--- config.mk ---
export PLATFORM = sky130hd
export DESIGN_NAME = tmds_word_aligner
export DESIGN_NICKNAME = d
export VERILOG_FILES = /design/src/rtl/tmds_word_aligner.sv
export SDC_FILE = /design/constraint.sdc
export NUM_CORES = 1
export LEC_CHECK = 0
export ABC_AREA = 1
export CELL_PAD_IN_SITES_DETAIL_PLACEMENT = 0
export CELL_PAD_IN_SITES_GLOBAL_PLACEMENT = 1
export CORE_AREA = 2 2 95 97
export CTS_CLUSTER_SIZE = 25
export DETAILED_ROUTE_END_ITERATION = 6
export DIE_AREA = 0 0 97 99
export PLACE_DENSITY = 0.62
export SYNTH_ARGS = -nofsm -noshare
export SYNTH_HDL_FRONTEND = slang
export SYNTH_SLANG_ARGS = --single-unit
--- constraint.sdc ---
create_clock -name clk_1x_in -period 2.8 [get_ports clk_1x_in]
set_clock_uncertainty 0.15 [all_clocks]
set_input_delay 0.42 -clock clk_1x_in [delete_from_list [all_inputs] [get_ports clk_1x_in]]
set_output_delay 0.42 -clock clk_1x_in [all_outputs]
set_load 0.02 [all_outputs]
--- src/rtl/tmds_word_aligner.sv ---
// TMDS word aligner: finds the 10-bit word boundary from control-token runs
// and drives the deserializer bitslip until a stable lock is found.
module tmds_word_aligner #(
    parameter int LOCK_COUNT    = 8,
    parameter int SEARCH_WINDOW = 4096,
    parameter int SETTLE_CYCLES = 4,
    parameter int LOSS_WINDOW   = 65536
) (
    input  logic       clk_1x_in,
    input  logic       reset_in,
    input  logic [9:0] deser_data_in,
    output logic       bitslip,
    output logic       aligned,
    output logic [9:0] data_out,
    output logic       ctl_detect,
    output logic [3:0] slip_count,
    output logic       wrap_error
);

    localparam int RUN_W = $clog2(LOCK_COUNT + 1);
    localparam int WIN_W = (SEARCH_WINDOW > 2) ? $clog2(SEARCH_WINDOW) : 1;
    localparam int SET_W = (SETTLE_CYCLES > 2) ? $clog2(SETTLE_CYCLES) : 1;
    localparam int LOS_W = (LOSS_WINDOW > 2) ? $clog2(LOSS_WINDOW) : 1;

    localparam logic [RUN_W-1:0] RUN_MAX   = RUN_W'(LOCK_COUNT);
    localparam logic [WIN_W-1:0] WIN_LAST  = WIN_W'(SEARCH_WINDOW - 1);
    localparam logic [SET_W-1:0] SET_LAST  = SET_W'(SETTLE_CYCLES - 1);
    localparam logic [LOS_W-1:0] LOSS_LAST = LOS_W'(LOSS_WINDOW - 1);

    typedef enum logic [1:0] {
        SEARCH,
        SLIP,
        SETTLE,
        LOCKED
    } state_t;

    state_t           state_q, state_d;
    logic [RUN_W-1:0] run_q, run_d;
    logic [WIN_W-1:0] window_q, window_d;
    logic [SET_W-1:0] settle_q, settle_d;
    logic [LOS_W-1:0] loss_q, loss_d;
    logic [3:0]       slip_q, slip_d;
    logic             wrap_q, wrap_d;
    logic             bitslip_q, bitslip_d;
    logic             aligned_q, aligned_d;
    logic [9:0]       data_q;
    logic             ctl_q;
    logic             tok;
    logic             run_hit;

    function automatic logic is_token(input logic [9:0] w);
        return (w == 10'b1101010100) || (w == 10'b0010101011) ||
               (w == 10'b0101010100) || (w == 10'b1010101011);
    endfunction

    always_comb begin
        tok      = is_token(deser_data_in);
        state_d  = state_q;
        window_d = '0;
        settle_d = '0;
        loss_d   = '0;
        slip_d   = slip_q;
        wrap_d   = wrap_q;
        if (!tok) begin
            run_d = '0;
        end else if (run_q == RUN_MAX) begin
            run_d = run_q;
        end else begin
            run_d = run_q + 1'b1;
        end
        run_hit = (run_d == RUN_MAX);

        unique case (state_q)
            SEARCH: begin
                if (run_hit) begin
                    state_d = LOCKED;
                end else if (window_q == WIN_LAST) begin
                    state_d = SLIP;
                end else begin
                    window_d = window_q + 1'b1;
                end
            end
            SLIP: begin
                state_d = SETTLE;
                slip_d  = (slip_q == 4'd9) ? 4'd0 : slip_q + 4'd1;
                wrap_d  = wrap_q | (slip_q == 4'd9);
            end
            SETTLE: begin
                run_d = '0;
                if (settle_q == SET_LAST) begin
                    state_d = SEARCH;
                end else begin
                    settle_d = settle_q + 1'b1;
                end
            end
            LOCKED: begin
                if (run_hit) begin
                    loss_d = '0;
                end else if (loss_q == LOSS_LAST) begin
                    state_d = SEARCH;
                end else begin
                    loss_d = loss_q + 1'b1;
                end
            end
        endcase

        bitslip_d = (state_d == SLIP);
        aligned_d = (state_d == LOCKED);
    end

    always_ff @(posedge clk_1x_in) begin
        if (reset_in) begin
            state_q   <= SEARCH;
            run_q     <= '0;
            window_q  <= '0;
            settle_q  <= '0;
            loss_q    <= '0;
            slip_q    <= '0;
            wrap_q    <= 1'b0;
            bitslip_q <= 1'b0;
            aligned_q <= 1'b0;
            data_q    <= '0;
            ctl_q     <= 1'b0;
        end else begin
            state_q   <= state_d;
            run_q     <= run_d;
            window_q  <= window_d;
            settle_q  <= settle_d;
            loss_q    <= loss_d;
            slip_q    <= slip_d;
            wrap_q    <= wrap_d;
            bitslip_q <= bitslip_d;
            aligned_q <= aligned_d;
            data_q    <= deser_data_in;
            ctl_q     <= tok;
        end
    end

    assign bitslip    = bitslip_q;
    assign aligned    = aligned_q;
    assign data_out   = data_q;
    assign ctl_detect = ctl_q;
    assign slip_count = slip_q;
    assign wrap_error = wrap_q;

endmodule
==> flow_summary_export.csv <==
group,metric,value,unit
outcome,outcome,"completed",
global_route,grtUsageTotal,0.09106,
clock_tree,clock_sinks,54,
setup_path,critPathKind,"flop to flop",
global_route,overflow,0,
setup_path,arrival,2070,ps
logic_synthesis,synth_ff_type,"dfxtp_1",
placed_design,place.gp.congestion,0.7443,
clock_tree,clock-root-buffer,"clkbuf_8",
setup_path,cp_cell_sequence,"inv_1, ha_1, nand2_1, nor2_1, nand2_1, nand2_1, inv_1, nor2_2, nand3_2, nand4_1, nor3_1",
sta,finalSetupTns,0,ps
sta,maxSlewViolCount,0,
routing,wl_per_cell,9.384,um
job,cap_viol_max_count,0,
placed_design,dp.final_hpwl,3042,um
layout,nNetsFinal,338,
logic_synthesis,yosysWarnings,0,
layout,diodes,0,
logic_synthesis,syn_area,2248,sq um
global_route,antenna_found_initial,0,
setup_path,cpPeakStageDelay,400,ps
setup_path,crit_path_end_kind,"flop",
routing,ant_nets,0,
layout,fillers,912,
power,ir_drop,0.0001860,V
die,coreArea,8551,sq um
die,die_w,97,um
die,die_h,99,um
sta,fin_crit_sh,0.7159,
clock_tree,insertion_delay,300,ps
sta,worst_slew_margin_rel,0.6840,
routing,wl,4035,um
sta,tightest_slew,472.6,ps
global_route,grt_max_degree,17,
layout,drive_above_1_share,0.07143,
clock_tree,cts_buffer_depth,2,
logic_synthesis,syn_area_per_cell,7.807,sq um
logic_synthesis,synth-edff-count,0,
setup_path,crit_required,2870,ps
global_route,grt_pass1_vias,1725,
placed_design,numPortBuffers,29,
routing,vias,1727,
global_route,grt_pass1_wl,7300,um
sta,finalSetupViolations,0,
logic_synthesis,syn_inst,288,
sta,rsz0062_at_grt,"no",
clock_tree,cts_resized,0,
sta,fin_crit,2004,ps
setup_path,cp_common_cell,"nand2_1",
setup_path,cp_slowest_cell,"nand4_1",
clock_tree,cts_buffers,5,
die,rows,34,
logic_synthesis,yosys_register_bits,54,
logic_synthesis,async_flop_share,0,
worst_hold_path,min_path_type,"flop to flop",
logic_synthesis,ys_seq_area_frac,0.4808,
clock_tree,post_cts_buffers,0,
die,io_pins,30,
clock_tree,hold_buffers,0,
logic_synthesis,syn_nets,305,
die,die_area,9603,sq um
clock_tree,cts_tree,"yes",
sta,finalHoldViolCount,0,
routing,dr.first_iter.drc_count,50,
layout,stdcell_area,2761,sq um
routing,routed_via_density,4.016,
setup_path,cp_max_fo,12,
setup_path,crit_buf_inv,2,
clock_tree,cts_max_level,2,
power,leakagePower,1.111,nW
logic_synthesis,synth.distinct_cells,33,
layout,area_growth_syn_to_layout,22.82,%
setup_path,startpoint_type,"flop",
power,power.density,494.5,nW/um^2
sta,clock.fmax,0.4989,GHz
routing,post-route-drc-count,0,
routing,drt_first_pass_iters,4,
die,initial_core_util,0.2629,
clock_tree,clk_pin_slew,90,ps
placed_design,dpl-instance-area,2655,sq um
setup_path,crit_family,"simple AND/OR/NAND/NOR gates",
-- layout by cell type, fill, tap and decap left out, types with 2 or more instances in the layout --
master,n
clkdlybuf4s50_1,29
nand2_1,46
xor2_1,10
nand4_1,6
nor4_1,2
xnor2_1,5
nand3_1,10
inv_1,44
clkbuf_1,2
clkbuf_8,5
nand2_2,2
a21oi_1,5
nor2_1,61
o21ai_0,2
ha_1,5
dfxtp_1,54
nor2_2,5
nor3_1,12
-- registers in the layout, indices dropped and copies added (netlist names) --
name        cells
settle_q        2
ctl_detect      1
data_out       10
run_q           4
window_q       12
state_q         2
aligned         1
slip_count      4
bitslip         1
loss_q         16
wrap_error      1
-- through the flow --
stage / cells / worst slack [ps] / hold WS [ps] / utilization / power (mW)
6_report: 430 / 795.5 / 289.1 / 0.3229 / 1.366
5_1_grt: 430 / 531.0 / 310.1 / 0.3229 / 1.426
2_1_floorplan: 288 / 1125 / 248.4 / - / 0.8322
3_5_place_dp: 422 / 473.8 / 280.8 / 0.3105 / 0.8708
3_3_place_gp: 422 / 539.6 / 258.1 / 0.3105 / 0.8706
4_1_cts: 430 / 749.8 / 295.7 / 0.3229 / 1.391
-- cell usage after synthesis (2+ instances only) --
master    count  area share
dfxtp_1      54        0.48
nand3_1      10       0.022
nand2_1      46       0.077
o21ai_0       2      0.0045
a21oi_1       5       0.011
nor4_1        2      0.0056
nor2_2        5       0.014
xor2_1       10       0.039
nor3_1       12       0.027
nand2_2       2      0.0056
xnor2_1       5       0.019
clkbuf_1      2      0.0033
nor2_1       61        0.10
inv_1        44       0.073
nand4_1       6       0.017
ha_1          5       0.028
-- per-layer routing --
metal / vias up / wire [um] / global-route usage
li1: 961 / - / -
met4: 0 / 68 / 0.03900
met2: 17 / 1885 / 0.1496
met3: 6 / 123 / 0.02482
met1: 743 / 1959 / 0.1127
met5: - / 0 / 0
-- where the power goes --
group | internal [mW] | total [mW] | switching (mW)
registers | 0.779 | 0.783 | 0.00427
logic | 0.0346 | 0.0687 | 0.0341
clock network | 0.268 | 0.514 | 0.246
-- area by class of cell --
| type | instances | area, sq um | share of cell area |
|---|---|---|---|
| Inverter | 45 | 168.9 | 0.06117 |
| Tap cell | 108 | 135.1 | 0.04894 |
| Multi-Input combinational cell | 185 | 972.2 | 0.3521 |
| Timing Repair Buffer | 30 | 297.8 | 0.1078 |
| Clock buffer | 7 | 76.32 | 0.02764 |
| Sequential cell | 54 | 1081 | 0.3915 |
| Clock inverter | 1 | 30.03 | 0.01087 |
-- worst paths after layout --
kind	cells after the start	slack, ps	from	end
setup / recovery	11	800	run_q[0]	window_q[2]
hold / removal	1	290	settle_q[0]	settle_q[0]
setup reg to reg	11	800	run_q[0]	window_q[2]
hold reg to reg	1	290	settle_q[0]	settle_q[0]
-- cell families after synthesis --
family                     share of synthesized area
AOI/OAI and AO/OA                            0.03784
buffers and inverters                        0.08681
and+or+nand+nor                               0.3083
xor gates and xnor gates                     0.05843
adders and majority gates                    0.02782
DFF                                           0.4808
Note: power is estimated with default switching activity, not from simulation.
